<file path="config.mk">
export PLATFORM = sky130hd
export DESIGN_NAME = mc_controller
export DESIGN_NICKNAME = d
export VERILOG_FILES = /design/src/rtl/mc_controller.sv
export SDC_FILE = /design/constraint.sdc
export NUM_CORES = 1
export LEC_CHECK = 0
export ABC_AREA = 1
export CAP_MARGIN = 40
export CORE_MARGIN = 2
export CORE_UTILIZATION = 57
export DETAILED_ROUTE_END_ITERATION = 10
export DONT_BUFFER_PORTS = 1
export HOLD_SLACK_MARGIN = 0.15
export PLACE_DENSITY = 0.71
export SETUP_SLACK_MARGIN = 0.2
export SYNTH_ARGS = -nofsm -noshare
export SYNTH_HDL_FRONTEND = slang
export SYNTH_SLANG_ARGS = --single-unit
</file>
<file path="constraint.sdc">
create_clock -name clk -period 1.8 [get_ports clk]
set_clock_uncertainty 0.05 [all_clocks]
set_input_delay 0.18 -clock clk [delete_from_list [all_inputs] [get_ports clk]]
set_output_delay 0.18 -clock clk [all_outputs]
set_load 0.005 [all_outputs]
</file>
<file path="src/rtl/mc_controller.sv">
// mc_controller: multicycle control unit for the ARM core.
//   Main FSM (one state per cycle), ALU decoder and conditional-execution logic.
//   Optional build macro: MC_CMP_EN enables CMP decode (funct[4:1]=1010, S=1).
// Ports:
//   clk, reset        core clock, synchronous active-high reset
//   Instr[31:12]      cond, op, funct, Rd from the instruction register
//   ALUFlags[3:0]     {N,Z,C,V} from the datapath ALU
//   PCWrite, MemWrite, RegWrite, IRWrite   write strobes (gated by condition)
//   AdrSrc, RegSrc, ALUSrcA, ALUSrcB, ResultSrc, ImmSrc, ALUControl   datapath muxes
module mc_controller (
    input  logic         clk,
    input  logic         reset,
    input  logic [31:12] Instr,
    input  logic [3:0]   ALUFlags,
    output logic         PCWrite,
    output logic         MemWrite,
    output logic         RegWrite,
    output logic         IRWrite,
    output logic         AdrSrc,
    output logic [1:0]   RegSrc,
    output logic [1:0]   ALUSrcA,
    output logic [1:0]   ALUSrcB,
    output logic [1:0]   ResultSrc,
    output logic [1:0]   ImmSrc,
    output logic [1:0]   ALUControl
);

    typedef enum logic [3:0] {
        StFetch, StDecode, StMemAdr, StMemRd, StMemWb,
        StMemWr, StExecR, StExecI, StAluWb, StBranch
    } state_e;

    state_e      state_q, state_d;
    logic [3:0]  flags_q, flags_d;     // {N,Z,C,V}
    logic        cond_ex_q, cond_ex_d;

    logic [3:0]  cond;
    logic [1:0]  op;
    logic [5:0]  funct;
    logic        s_bit;
    logic [3:0]  rd;
    logic        is_cmp;
    logic        unused_rn;

    logic        next_pc, branch, reg_w, mem_w, ir_write, alu_op;
    logic [1:0]  alu_ctrl, flag_w;
    logic        pcs;

    assign cond      = Instr[31:28];
    assign op        = Instr[27:26];
    assign funct     = Instr[25:20];
    assign s_bit     = Instr[20];
    assign rd        = Instr[15:12];
    assign unused_rn = ^Instr[19:16];

`ifdef MC_CMP_EN
    assign is_cmp = (op == 2'b00) && (funct[4:1] == 4'b1010) && s_bit;
`else
    assign is_cmp = 1'b0;
`endif

    // Main FSM: next state and per-state control
    always_comb begin
        state_d   = state_q;
        next_pc   = 1'b0;
        branch    = 1'b0;
        reg_w     = 1'b0;
        mem_w     = 1'b0;
        ir_write  = 1'b0;
        alu_op    = 1'b0;
        AdrSrc    = 1'b0;
        ALUSrcA   = 2'b00;
        ALUSrcB   = 2'b00;
        ResultSrc = 2'b00;
        case (state_q)
            StFetch: begin
                ir_write  = 1'b1;
                next_pc   = 1'b1;
                ALUSrcA   = 2'b01;
                ALUSrcB   = 2'b10;
                ResultSrc = 2'b10;
                state_d   = StDecode;
            end
            StDecode: begin
                ALUSrcA   = 2'b01;
                ALUSrcB   = 2'b10;
                ResultSrc = 2'b10;
                case (op)
                    2'b01:   state_d = StMemAdr;
                    2'b00:   state_d = funct[5] ? StExecI : StExecR;
                    2'b10:   state_d = StBranch;
                    default: state_d = StFetch;   // undefined op retires as a NOP
                endcase
            end
            StMemAdr: begin
                ALUSrcB = 2'b01;
                state_d = funct[0] ? StMemRd : StMemWr;
            end
            StMemRd: begin
                AdrSrc  = 1'b1;
                state_d = StMemWb;
            end
            StMemWb: begin
                reg_w     = 1'b1;
                ResultSrc = 2'b01;
                state_d   = StFetch;
            end
            StMemWr: begin
                mem_w   = 1'b1;
                AdrSrc  = 1'b1;
                state_d = StFetch;
            end
            StExecR: begin
                alu_op  = 1'b1;
                state_d = StAluWb;
            end
            StExecI: begin
                alu_op  = 1'b1;
                ALUSrcB = 2'b01;
                state_d = StAluWb;
            end
            StAluWb: begin
                reg_w   = !is_cmp;            // CMP only sets flags
                state_d = StFetch;
            end
            StBranch: begin
                branch    = 1'b1;
                ALUSrcA   = 2'b10;
                ALUSrcB   = 2'b01;
                ResultSrc = 2'b10;
                state_d   = StFetch;
            end
            default: state_d = StFetch;
        endcase
    end

    // ALU decoder
    always_comb begin
        alu_ctrl = 2'b00;
        flag_w   = 2'b00;
        if (alu_op) begin
            case (funct[4:1])
                4'b0100: alu_ctrl = 2'b00;
                4'b0010: alu_ctrl = 2'b01;
                4'b0000: alu_ctrl = 2'b10;
                4'b1100: alu_ctrl = 2'b11;
                4'b1010: alu_ctrl = is_cmp ? 2'b01 : 2'b00;
                default: alu_ctrl = 2'b00;
            endcase
            flag_w = {s_bit, s_bit & ((alu_ctrl == 2'b00) || (alu_ctrl == 2'b01))};
        end
    end

    // Condition check against the flags as they stand before this instruction
    always_comb begin
        logic n, z, c, v;
        {n, z, c, v} = flags_q;
        cond_ex_d = 1'b0;
        case (cond)
            4'b0000: cond_ex_d = z;
            4'b0001: cond_ex_d = !z;
            4'b0010: cond_ex_d = c;
            4'b0011: cond_ex_d = !c;
            4'b0100: cond_ex_d = n;
            4'b0101: cond_ex_d = !n;
            4'b0110: cond_ex_d = v;
            4'b0111: cond_ex_d = !v;
            4'b1000: cond_ex_d = c & !z;
            4'b1001: cond_ex_d = !(c & !z);
            4'b1010: cond_ex_d = (n == v);
            4'b1011: cond_ex_d = (n != v);
            4'b1100: cond_ex_d = !z & (n == v);
            4'b1101: cond_ex_d = !(!z & (n == v));
            default: cond_ex_d = 1'b1;
        endcase
    end

    always_comb begin
        flags_d = flags_q;
        if (flag_w[1] && cond_ex_d) flags_d[3:2] = ALUFlags[3:2];
        if (flag_w[0] && cond_ex_d) flags_d[1:0] = ALUFlags[1:0];
    end

    always_ff @(posedge clk) begin
        if (reset) begin
            state_q   <= StFetch;
            flags_q   <= 4'b0000;
            cond_ex_q <= 1'b0;
        end else begin
            state_q   <= state_d;
            flags_q   <= flags_d;
            cond_ex_q <= cond_ex_d;
        end
    end

    // Write gating; strobes held low while reset is asserted
    assign pcs        = branch | (reg_w & (rd == 4'd15));
    assign PCWrite    = !reset & (next_pc | (pcs & cond_ex_q));
    assign RegWrite   = !reset & reg_w & cond_ex_q;
    assign MemWrite   = !reset & mem_w & cond_ex_q;
    assign IRWrite    = !reset & ir_write;
    assign RegSrc     = {op == 2'b01, op == 2'b10};
    assign ImmSrc     = op;
    assign ALUControl = alu_ctrl;

endmodule

</file>
* Word-level counts from Yosys, hierarchy flattened *
Cells that the tools add are included.
W data, S select, Z words.

operators by class
  equal/unequal tests = 30
  bitwise operators = 13
  multiplexer cells = 18
  reductions and logical operators = 21

operators by type and width
  cell                  count
  $eq A4 B4 Y1 const B  10
  $eq A4 B3 Y1 const B  8
  $eq A4 B2 Y1 const B  5
  $pmux W4 S5           1
  $pmux W1 S14          1
  $logic_not A4 Y1      3
  $pmux W2 S2           3
  $pmux W4 S3           1
  $and A1 B1 Y1         11
  $eq A4 B1 Y1 const B  2
  $reduce_or A2 Y1      4
  $logic_not A1 Y1      7
  $mux W1               7
  $mux W2               3
  $pmux W2 S3           1
  $reduce_or A3 Y1      2
  $eq A2 B1 Y1 const B  2
  $logic_not A2 Y1      2
  $mux W3               1
  $eq A2 B2 Y1 const B  1
  $logic_and A1 B1 Y1   2
  $or A1 B1 Y1          2
  $eq A1 B1 Y1          1
  $logic_or A1 B1 Y1    1
  $ne A1 B1 Y1          1

storage, ports and cells
  bits of input ports = 26
  register bits after elaboration = 9
  output and inout port bits = 17

* Depth between registers and ports, before layout *
Gate-level depths: netlist of run 1.

  depth in word-level cells = 9
  gate-level depth with buffers = 11

* Least setup slack after synthesis of run 1 *
OpenSTA, ideal clock, no wires.

  path type = register to output
  start = register state_q[0]
  end = output PCWrite
  path slack = 495 ps
  data arrival time = 1075 ps
  cell stages (with the launch flop) = 9
  path through = dfxtp_1 -> inv_2 -> nor2_1 -> inv_2 -> nor2_1 -> inv_2 -> o21ai_1 -> nand2_1 -> a21oi_1

on the way
  longest elaborated chain between the ends = 8

RTL lines
  item                                                 RTL line  text
  from (decl)                                          33        state_e state_q, state_d;
  from (signal assigned)                               186       state_q <= StFetch;
  from (signal assigned)                               190       state_q <= state_d;
  $eq A4 B4 Y1 / $eq A4 B3 Y1 (equally long branches)  75        case (state_q)
  $reduce_or A2 Y1 (no line)                           n/a
  $mux W1                                              75
  $and A1 B1 Y1                                        197       assign pcs = branch | (reg_w & (rd == 4'd15));
  $or A1 B1 Y1                                         197
  $and A1 B1 Y1                                        198       assign PCWrite = !reset & (next_pc | (pcs & cond_ex_q));
  $or A1 B1 Y1 *                                       198
  $and A1 B1 Y1 *                                      198
  to (decl)                                            15        output logic PCWrite,

Mark *: on every way between the ends. The rest lies on a longest branch, timed or not.

* Worst setup path after layout of run 1 *
  start = register state_q[2]
  end = output PCWrite

The elaborated chain is that of the path after synthesis.

==> impl_metrics.tcl, run 1 <==
set metrics [dict create \
    wl_per_cell_um 11.4 \
    post-route-period-util_pct 85.5 \
    n_antenna_cell 0 \
    drtPass1Iterations 6 \
    tns_ns 0 \
    swShare_pct 34.1 \
    via_per_inst 5.46 \
    yosys_warnings 0 \
    grt_pass1_wl_um 3470 \
    overflow 0 \
    drtIter0Drc 21 \
    cts_sinks 9 \
    synth_seq_cells 9 \
    crit_path_end_kind "primary output" \
    cts_buffers 3 \
    ys_types 25 \
    syn-num-nets 181 \
    ys_seq_area_share_pct 20.5 \
    status "completed" \
    cts_tree "done" \
    clkTransAtPathRegs_ns 0.06 \
    start_util_pct 59.6 \
    max_cap_viol_count 0 \
    cp.required_ns 1.57 \
    coreArea_um2 1470 \
    antenna_found_initial 0 \
    power_frac_seq_pct 40.9 \
    fp.dieArea_um2 1870 \
    drive_gt1_share_pct 23.7 \
    slew_viol_final 0 \
    clk_latency_ns 0.25 \
    dpl.hpwl_um 1600 \
    rows 14 \
    ios 43 \
    grt_max_degree 12 \
    holdCritPathClass "in -> reg" \
    placed_cells 168 \
    whs_ns 0.225 \
    finalHoldViolations 0 \
    drc 0 \
    p_leak_uw 0.000507 \
    rsz0062_at_grt "true" \
    final_net_count 196 \
    crit_arrival_ns 1.31 \
    synth_cells 155 \
    place_congestion 0.866 \
    timing.fmax_mhz 650 \
    die_y_um 43.2 \
    syn_area_per_cell_um2 5.66 \
    grtUsageTotal_pct 24.5 \
    timing.final.setup_violations 0 \
    final_cells 185 \
    drt.antenna.violating_nets 0 \
    p_switching_uw 190 \
    path_class "reg -> out" \
    power_density_nw_per_um2 525 \
    power.internal_uw 367 \
    cp_max_fo 4 \
    io_buffers 0 \
    drt-total-wl_um 2110 \
    finalCriticalPeriod_ns 1.54 \
    pwr-share-clk_pct 27.0 \
    cts_root_buffer "clkbuf_4" \
    die_x_um 43.2 \
    netlist_area_um2 877 \
    start_kind "flip-flop" \
    vias 1010 \
    ir_worst_vdd_mv 0.578 \
    area_growth_pct 21.1 \
    clk_path_buf_depth 2 \
    first_global_vias 888 \
    cts_max_level 1 \
    tightest_slew_ns 0.284 \
    relSlewSlack_pct 81.0 \
    comb_power_share_pct 32.1 \
]
-- layer usage --
metal  GRT usage (%)  wire length, um  vias to the layer above
li1                -                -                      520
met1            32.6              950                      445
met2            40.3              994                       43
met3            2.55              151                        2
met4            9.09               17                        0
met5               0                0                        -
-- registers in the layout (all words and copies together), names as in the netlist --
| register | flops |
|---|---|
| cond_ex_q | 1 |
| state_q | 4 |
| flags_q | 4 |
-- path summary, 6_finish.rpt --
| kind | from | end | slack [ns] | depth (start not counted) |
|---|---|---|---|---|
| min reg2reg | flags_q[0]$_SDFFE_PP0P_ | flags_q[0]$_SDFFE_PP0P_ | 0.49 | 2 |
| max reg2reg | state_q[2]$_SDFF_PP0_ | state_q[2]$_SDFF_PP0_ | 0.38 | 8 |
| max | state_q[2]$_SDFF_PP0_ | PCWrite | 0.26 | 8 |
| min | Instr[20] | flags_q[0]$_SDFFE_PP0P_ | 0.22 | 4 |
-- cells in the final DEF, fill, tap and decap left out, types with 2 or more instances in the layout --
| cell type | n |
|---|---|
| nand2_1 | 40 |
| nor2_1 | 24 |
| inv_1 | 17 |
| nand3_1 | 13 |
| dlygate4sd3_1 | 9 |
| inv_2 | 8 |
| a21oi_1 | 8 |
| nand2_2 | 7 |
| nor2_4 | 5 |
| dfxtp_1 | 5 |
| nand3_2 | 4 |
| clkbuf_4 | 3 |
| buf_4 | 3 |
| dfxtp_2 | 3 |
| nor2_2 | 2 |
| nand4_1 | 2 |
| a31oi_1 | 2 |
-- per-stage QoR --
step	total power [uW]	area, um2	setup slack (ns)	util [%]
after global placement	361	877	0.369	59.6
final	557	1060	0.261	72.2
after global routing	590	1060	0.163	72.2
after floorplan	346	877	0.495	-
after detailed placement	365	877	0.350	59.6
after CTS	541	1020	0.216	69.0
-- power groups by stage --
stage | clock [uW] | sequential (uW) | combinational [uW]
2_1_floorplan | 0 | 222 | 124
3_3_place_gp | 0 | 227 | 134
3_5_place_dp | 0 | 228 | 137
4_1_cts | 155 | 226 | 160
5_1_grt | 162 | 229 | 199
6_report | 150 | 228 | 179
-- synthesized netlist by cell type --
cell      count  area, um2
a21oi_1       9       45.0
a31oi_1       2       12.5
buf_2         1       5.00
buf_4         2       15.0
dfxtp_1       9        180
inv_1        19       71.3
inv_2         6       22.5
nand2_1      40        150
nand2_2       7       43.8
nand3_1      13       65.1
nand3_2       4       40.0
nand3_4       1       17.5
nand4_1       2       12.5
nor2_1       27        101
nor2_2        2       12.5
nor2_4        2       22.5
nor3_1        1       5.00
nor3_2        1       10.0
o211ai_1      1       7.51
o21ai_0       1       5.00
o21ai_1       1       5.00
o221ai_1      1       8.76
or2_0         1       6.26
or2_1         1       6.26
or2_2         1       6.26
-- critical path, stage by stage (launching register included) --
cell     delay (ns)
dfxtp_2        0.33
inv_2          0.05
nor2_4         0.14
inv_2          0.05
nand2_1        0.05
nand2_1        0.06
o21ai_1        0.14
nand2_1        0.08
a21oi_2        0.16
-- cells by family (layout without fill, tap and decap cells) --
logic type             Yosys count  count (layout)  share of synthesized area [%]
buffers and inverters           28              42                           13.0
and+or+nand+nor                103             103                           56.9
DFF                              9               9                           20.5
AOI/OAI and AO/OA               15              15                           9.56
-- area by class of cell --
cell class / count / area [um2]
multi-input cells: 118 / 609
flip-flops and latches: 9 / 188
inverters: 25 / 93.8
clock buffers: 4 / 26.3
fillers: 129 / 409
well taps: 16 / 20.0
repair buffers: 13 / 125
-- repair_timing --
action | 4_1_cts | 5_1_grt
endpoints found under the hold margin | 9 | 0
pin swaps | 0 | 4
cloned | 0 | 0
gates resized for setup | 5 | 10
hold buffers | 10 | 0
setup endpoints to repair | 1 | 2
buffers inserted | 0 | 3
Note: power is estimated with default switching activity, not from simulation.
==> run 2, diff against run 1 <==
Settings changed: ABC_AREA 1 to unset.
==> run 2 against run 1 <==
Clock-buffer cell count unchanged. Power fell by 5.0%. Non-clock buffer count rose by 5. Design area down 2.0%. Die area decreased by 6.2%. Worst setup slack got worse by 0.22 ns. Sequential power fell by 2%. Largest power group unchanged. Fmax shrank 12%. The run now ends with negative hold slack left. Combinational power is 21% lower. Critical path type is now reg -> reg. Via count fell by 15%.
==> impl_metrics.tcl, run 2 <==
set metrics [dict create \
    ios 43 \
    path_class "reg -> reg" \
    place_congestion 0.820 \
    rows 13 \
    drtPass1Iterations 5 \
    p_total_uw 529 \
    grt_pass1_wl_um 3260 \
    power_density_nw_per_um2 508 \
    cp_max_fo 5 \
    synth_enable_flop_cells 0 \
    ys_seq_area_share_pct 22.1 \
    timing.fmax_mhz 569 \
    cts_tree "done" \
    drc 0 \
    yosys.area.top_type "dfxtp_1" \
    timing.final.setup_violations 0 \
    whs_ns -0.0940 \
    post-route-period-util_pct 97.7 \
    multi_input_area_um2 617 \
    crit_chain "buf_6 -> o21ai_2 -> a31oi_1 -> nor3b_1 -> buf_4 -> o311ai_4 -> mux2i_1 -> nor2_1" \
    holdCritPathClass "in -> reg" \
    wl_per_cell_um 16.3 \
    syn-num-nets 133 \
    synth_cells 107 \
    reg2reg_from "flags_q[3]$_SDFFE_PP0P_" \
    cts_max_level 1 \
    via_per_inst 6.38 \
    ys_top_cells_by_count "nor2_1, nor3_1, nand2_1" \
    relSlewSlack_pct 67.9 \
    overflow 0 \
    n_antenna_cell 0 \
    clk_path_buf_depth 2 \
    drive_gt1_share_pct 31.7 \
    crit_arrival_ns 1.88 \
    cts_buffers 3 \
    yosysTopAreaCellShare_pct 22.1 \
    violations "negative hold slack" \
    final_net_count 147 \
    syn_area_per_cell_um2 7.64 \
    grt_max_degree 14 \
    antenna_found_initial 0 \
    slowest_stage "o311ai_4" \
    ys_types 39 \
    p_leak_uw 0.000403 \
    first_global_vias 787 \
    drt.antenna.violating_nets 0 \
    cts_hold_buf 10 \
    design_area_um2 1040 \
    ir_worst_vdd_mv 0.375 \
    area_growth_pct 27.4 \
    tightest_slew_ns 0.475 \
    status "complete, but fails checks" \
    mostFrequentLayoutCells "nor2_1, nand2_1, nor3_1, dlygate4sd3_1, buf_4" \
    grtUsageTotal_pct 24.0 \
    ff2ff_setup_slack_ns 0.04 \
    drtIter0Drc 18 \
    cts_root_buffer "clkbuf_4" \
    crit_path_end_kind "flip-flop" \
    max_cap_viol_count 0 \
    slowest_delay_ns 0.37 \
    clkTransAtPathRegs_ns 0.06 \
    coreArea_um2 1320 \
    die_y_um 41.9 \
    vias 861 \
    io_buffers 0 \
    yosys-top-cells-area "dfxtp_1, nor3_1, nor2_1" \
    rsz0062_at_grt "true" \
    dpl.hpwl_um 1340 \
    regArea_um2 196 \
    clk_latency_ns 0.27 \
    cts_sinks 9 \
    slew_viol_final 0 \
    cp.required_ns 1.92 \
    tns_ns 0 \
    fillCellCount 101 \
    start_util_pct 62.0 \
    largest_registers "flags_q (4), state_q (4), cond_ex_q (1)" \
    endpoint "flags_q[2]$_SDFFE_PP0P_" \
    rr_endpoint "flags_q[2]$_SDFFE_PP0P_" \
    fp.dieArea_um2 1750 \
    yosys_warnings 0 \
    drt-total-wl_um 2200 \
    r2r_cells 8 \
    crit_start "flags_q[3]$_SDFFE_PP0P_" \
    synth_seq_cells 9 \
    finalHoldViolations 3 \
    async_flop_share_pct 0 \
    die_x_um 41.9 \
    finalCriticalPeriod_ns 1.76 \
    start_kind "flip-flop" \
    place_area_um2 808 \
    netlist_area_um2 817 \
    ys.flop_type "dfxtp_1" \
]
==> run 2: where the power goes <==
part / switching (uW) / internal (uW)
clock: 79.9 / 86.0
sequential: 17.1 / 206
combinational: 63.2 / 77.5
==> run 2: worst min-delay path by stage <==
stage	start	to	slack (ns)	cells after the start
after floorplan	reset	flags_q[3]$_SDFFE_PP0P_	0.19	1
after global placement	reset	flags_q[3]$_SDFFE_PP0P_	0.20	1
after detailed placement	reset	flags_q[3]$_SDFFE_PP0P_	0.20	1
after CTS	reset	flags_q[3]$_SDFFE_PP0P_	-0.09	1
after global routing	reset	flags_q[3]$_SDFFE_PP0P_	-0.10	1
final	reset	flags_q[3]$_SDFFE_PP0P_	-0.09	1
==> run 2: cell type report <==
cell class / instances / share of cell area, %
multi-input combinational: 86 / 59.3
sequential: 9 / 18.9
timing repair buffer: 18 / 16.5
clock buffer: 4 / 2.52
tap: 15 / 1.80
inverter: 3 / 1.08
==> run 2: critical path, delay by kind of cell (launching register included) <==
kind | cells | cell delay [ns]
muxes | 1 | 0.23
buffers and inverters | 2 | 0.27
AOI/OAI and AO/OA | 3 | 0.61
and+or+nand+nor | 2 | 0.14
DFF | 1 | 0.36
==> run 2: per-stage QoR <==
stage	hold slack, ns	instances	setup slack (ns)	util [%]
2_1_floorplan	0.195	107	0.157	-
3_3_place_gp	0.196	117	0.0676	61.3
3_5_place_dp	0.200	117	0.0313	61.3
4_1_cts	-0.0857	134	0.0989	74.7
5_1_grt	-0.103	135	-0.0713	79.0
6_report	-0.0940	135	0.0417	79.0
==> run 2: repair_timing <==
action,4_1_cts,5_1_grt
resized for setup,11,12
pin swaps,5,7
setup endpoints to repair,8,9
endpoints found under the hold margin,9,6
setup buffers,3,1
==> run 2: kinds of logic after synthesis <==
family / share of synthesized area [%]
AO/OA/AOI/OAI: 21.6
buffers and inverters: 9.34
AND/OR/NAND/NOR: 35.7
flip-flops: 22.1
XOR/XNOR: 6.43
multiplexers: 4.90
==> run 2: routing by layer <==
layer  up-vias  GRT usage (%)  wire (um)
met5         -              0          0
met2        46           43.1       1050
li1        409              -          -
met1       395           25.8        870
met4         0           13.5         94
met3        11           4.78        188
==> run 3, diff against run 2 <==
Settings changed: CTS_CLUSTER_DIAMETER set to 120, SKIP_CTS_REPAIR_TIMING set to 1.
==> run 3 against run 2 <==
The run still ends with negative hold slack left. Flip-flop and latch count is the same. Global-route usage shrank 5.2 points. Combinational power shrank 6%. Power shrank 1.7%. Worst setup slack lost 0.00068 ns. Via count shrank 4.9%. Clock-buffer cell count is the same. Non-clock buffer count shrank 1. Wire length shrank 10%.
==> impl_metrics.tcl, run 3 (synthesized netlist as in run 2, its figures left out) <==
set metrics [dict create \
    status "complete, but fails checks" \
    violations "negative hold slack" \
    swShare_pct 30.1 \
    power_density_nw_per_um2 505 \
    timing.fmax_mhz 569 \
    first_global_vias 679 \
    grtUsageTotal_pct 18.9 \
    rr_endpoint "flags_q[3]$_SDFFE_PP0P_" \
    placed_cells 117 \
    fin_util_pct 78.3 \
    finalHoldViolations 3 \
    antenna_found_initial 0 \
    drive_gt1_share_pct 26.9 \
    post-route-period-util_pct 97.7 \
    dpl.hpwl_um 1340 \
    layout_commonest_cell "dlygate4sd3_1" \
    comb_power_share_pct 25.4 \
    hold_start "reset" \
    power.internal_uw 364 \
    via_per_inst 6.11 \
    clkTransAtPathRegs_ns 0.06 \
    reg2reg_from "flags_q[3]$_SDFFE_PP0P_" \
    drt.antenna.violating_nets 0 \
    cts_buffers 3 \
    cts_tree "done" \
    crit_path_end_kind "flip-flop" \
    die_y_um 41.9 \
    max_cap_viol_count 0 \
    drtIter0Drc 10 \
    timing.final.setup_violations 0 \
    wl_met1_um 832 \
    finalCriticalPeriod_ns 1.76 \
    n_antenna_cell 0 \
    ios 43 \
    clk_path_buf_depth 2 \
    start_kind "flip-flop" \
    io_buffers 0 \
    grt_max_degree 14 \
    tightest_slew_ns 0.569 \
    vias 819 \
    p_switching_uw 157 \
    drtPass1Iterations 4 \
    die_x_um 41.9 \
    cts_root_buffer "clkbuf_4" \
    slew_viol_final 0 \
    area_growth_pct 26.2 \
    p_leak_uw 0.000390 \
    crit_arrival_ns 1.88 \
    rows 13 \
    power_frac_seq_pct 42.9 \
    top_layer "met4" \
    cp_max_fo 5 \
    hold_end "flags_q[3]$_SDFFE_PP0P_" \
    coreArea_um2 1320 \
    mostFrequentLayoutCells "dlygate4sd3_1, nor2_1, nand2_1, nor3_1" \
    whs_ns -0.0926 \
    fp.dieArea_um2 1750 \
    cp.required_ns 1.92 \
    cts_sinks 9 \
    wl_per_cell_um 14.8 \
    drc 0 \
    hold_path_depth 1 \
    holdCritPathClass "in -> reg" \
    relSlewSlack_pct 61.5 \
    place_congestion 0.820 \
    path_class "reg -> reg" \
    clk_latency_ns 0.27 \
    rsz0062_at_grt "true" \
    cts_max_level 1 \
    r2r_cells 8 \
    overflow 0 \
    final_net_count 146 \
    met3_length_um 162 \
    grt_pass1_wl_um 2620 \
    largest_registers "flags_q (4), state_q (4), cond_ex_q (1)" \
    final_cells 134 \
    drt-total-wl_um 1980 \
    met2WireLength_um 941 \
    start_util_pct 62.0 \
    p_total_uw 520 \
    ir_worst_vdd_mv 0.372 \
    pwr-share-clk_pct 31.7 \
    ff2ff_setup_slack_ns 0.04 \
]
==> run 3: final cells by class <==
cell class                 instances  area, um2
timing repair buffer              17        165
fill                             109        287
multi-input combinational         86        613
sequential                         9        196
clock buffer                       4       26.3
tap                               15       18.8
inverter                           3       11.3
==> run 3: critical path, cell delays in order, from the launching register on <==
cell and delay, ns:
dfxtp_2 0.36, buf_6 0.12, o21ai_2 0.05, a31oi_1 0.17, nor3b_1 0.09, buf_4 0.15
o311ai_4 0.38, mux2i_1 0.23, nor2_1 0.06
==> run 3: worst max path at each step <==
stage,slack (ns),endpoint,start,cells past startpoint
after floorplan,0.16,flags_q[3]$_SDFFE_PP0P_,Instr[28],7
after global placement,0.07,flags_q[3]$_SDFFE_PP0P_,flags_q[0]$_SDFFE_PP0P_,6
after detailed placement,0.03,flags_q[2]$_SDFFE_PP0P_,flags_q[0]$_SDFFE_PP0P_,6
after CTS,0.02,flags_q[2]$_SDFFE_PP0P_,flags_q[0]$_SDFFE_PP0P_,6
after global routing,-0.04,flags_q[3]$_SDFFE_PP0P_,flags_q[3]$_SDFFE_PP0P_,8
final,0.04,flags_q[3]$_SDFFE_PP0P_,flags_q[3]$_SDFFE_PP0P_,8
==> run 3: routing by layer <==
layer | vias up | global-route usage (%)
li1 | 402 | -
met1 | 373 | 22.4
met2 | 39 | 30.3
met3 | 5 | 5.65
met4 | 0 | 9.68
met5 | - | 0
==> run 3: power by group through the flow <==
stage               combinational, uW  sequential, uW  clock, uW
finish                            132             223        165
global route                      145             224        182
CTS                              96.9             223        166
detailed placement               96.7             228          0
global placement                 93.4             227          0
floorplan                         106             215          0
==> run 3: stage by stage <==
step / setup TNS [ns] / setup slack (ns) / hold slack [ns] / cell area (um2)
2_1_floorplan: 0 / 0.157 / 0.195 / 823
3_3_place_gp: 0 / 0.0676 / 0.196 / 808
3_5_place_dp: 0 / 0.0313 / 0.200 / 808
4_1_cts: 0 / 0.0160 / -0.0858 / 835
5_1_grt: -0.0730 / -0.0439 / -0.104 / 1030
6_report: 0 / 0.0410 / -0.0926 / 1030
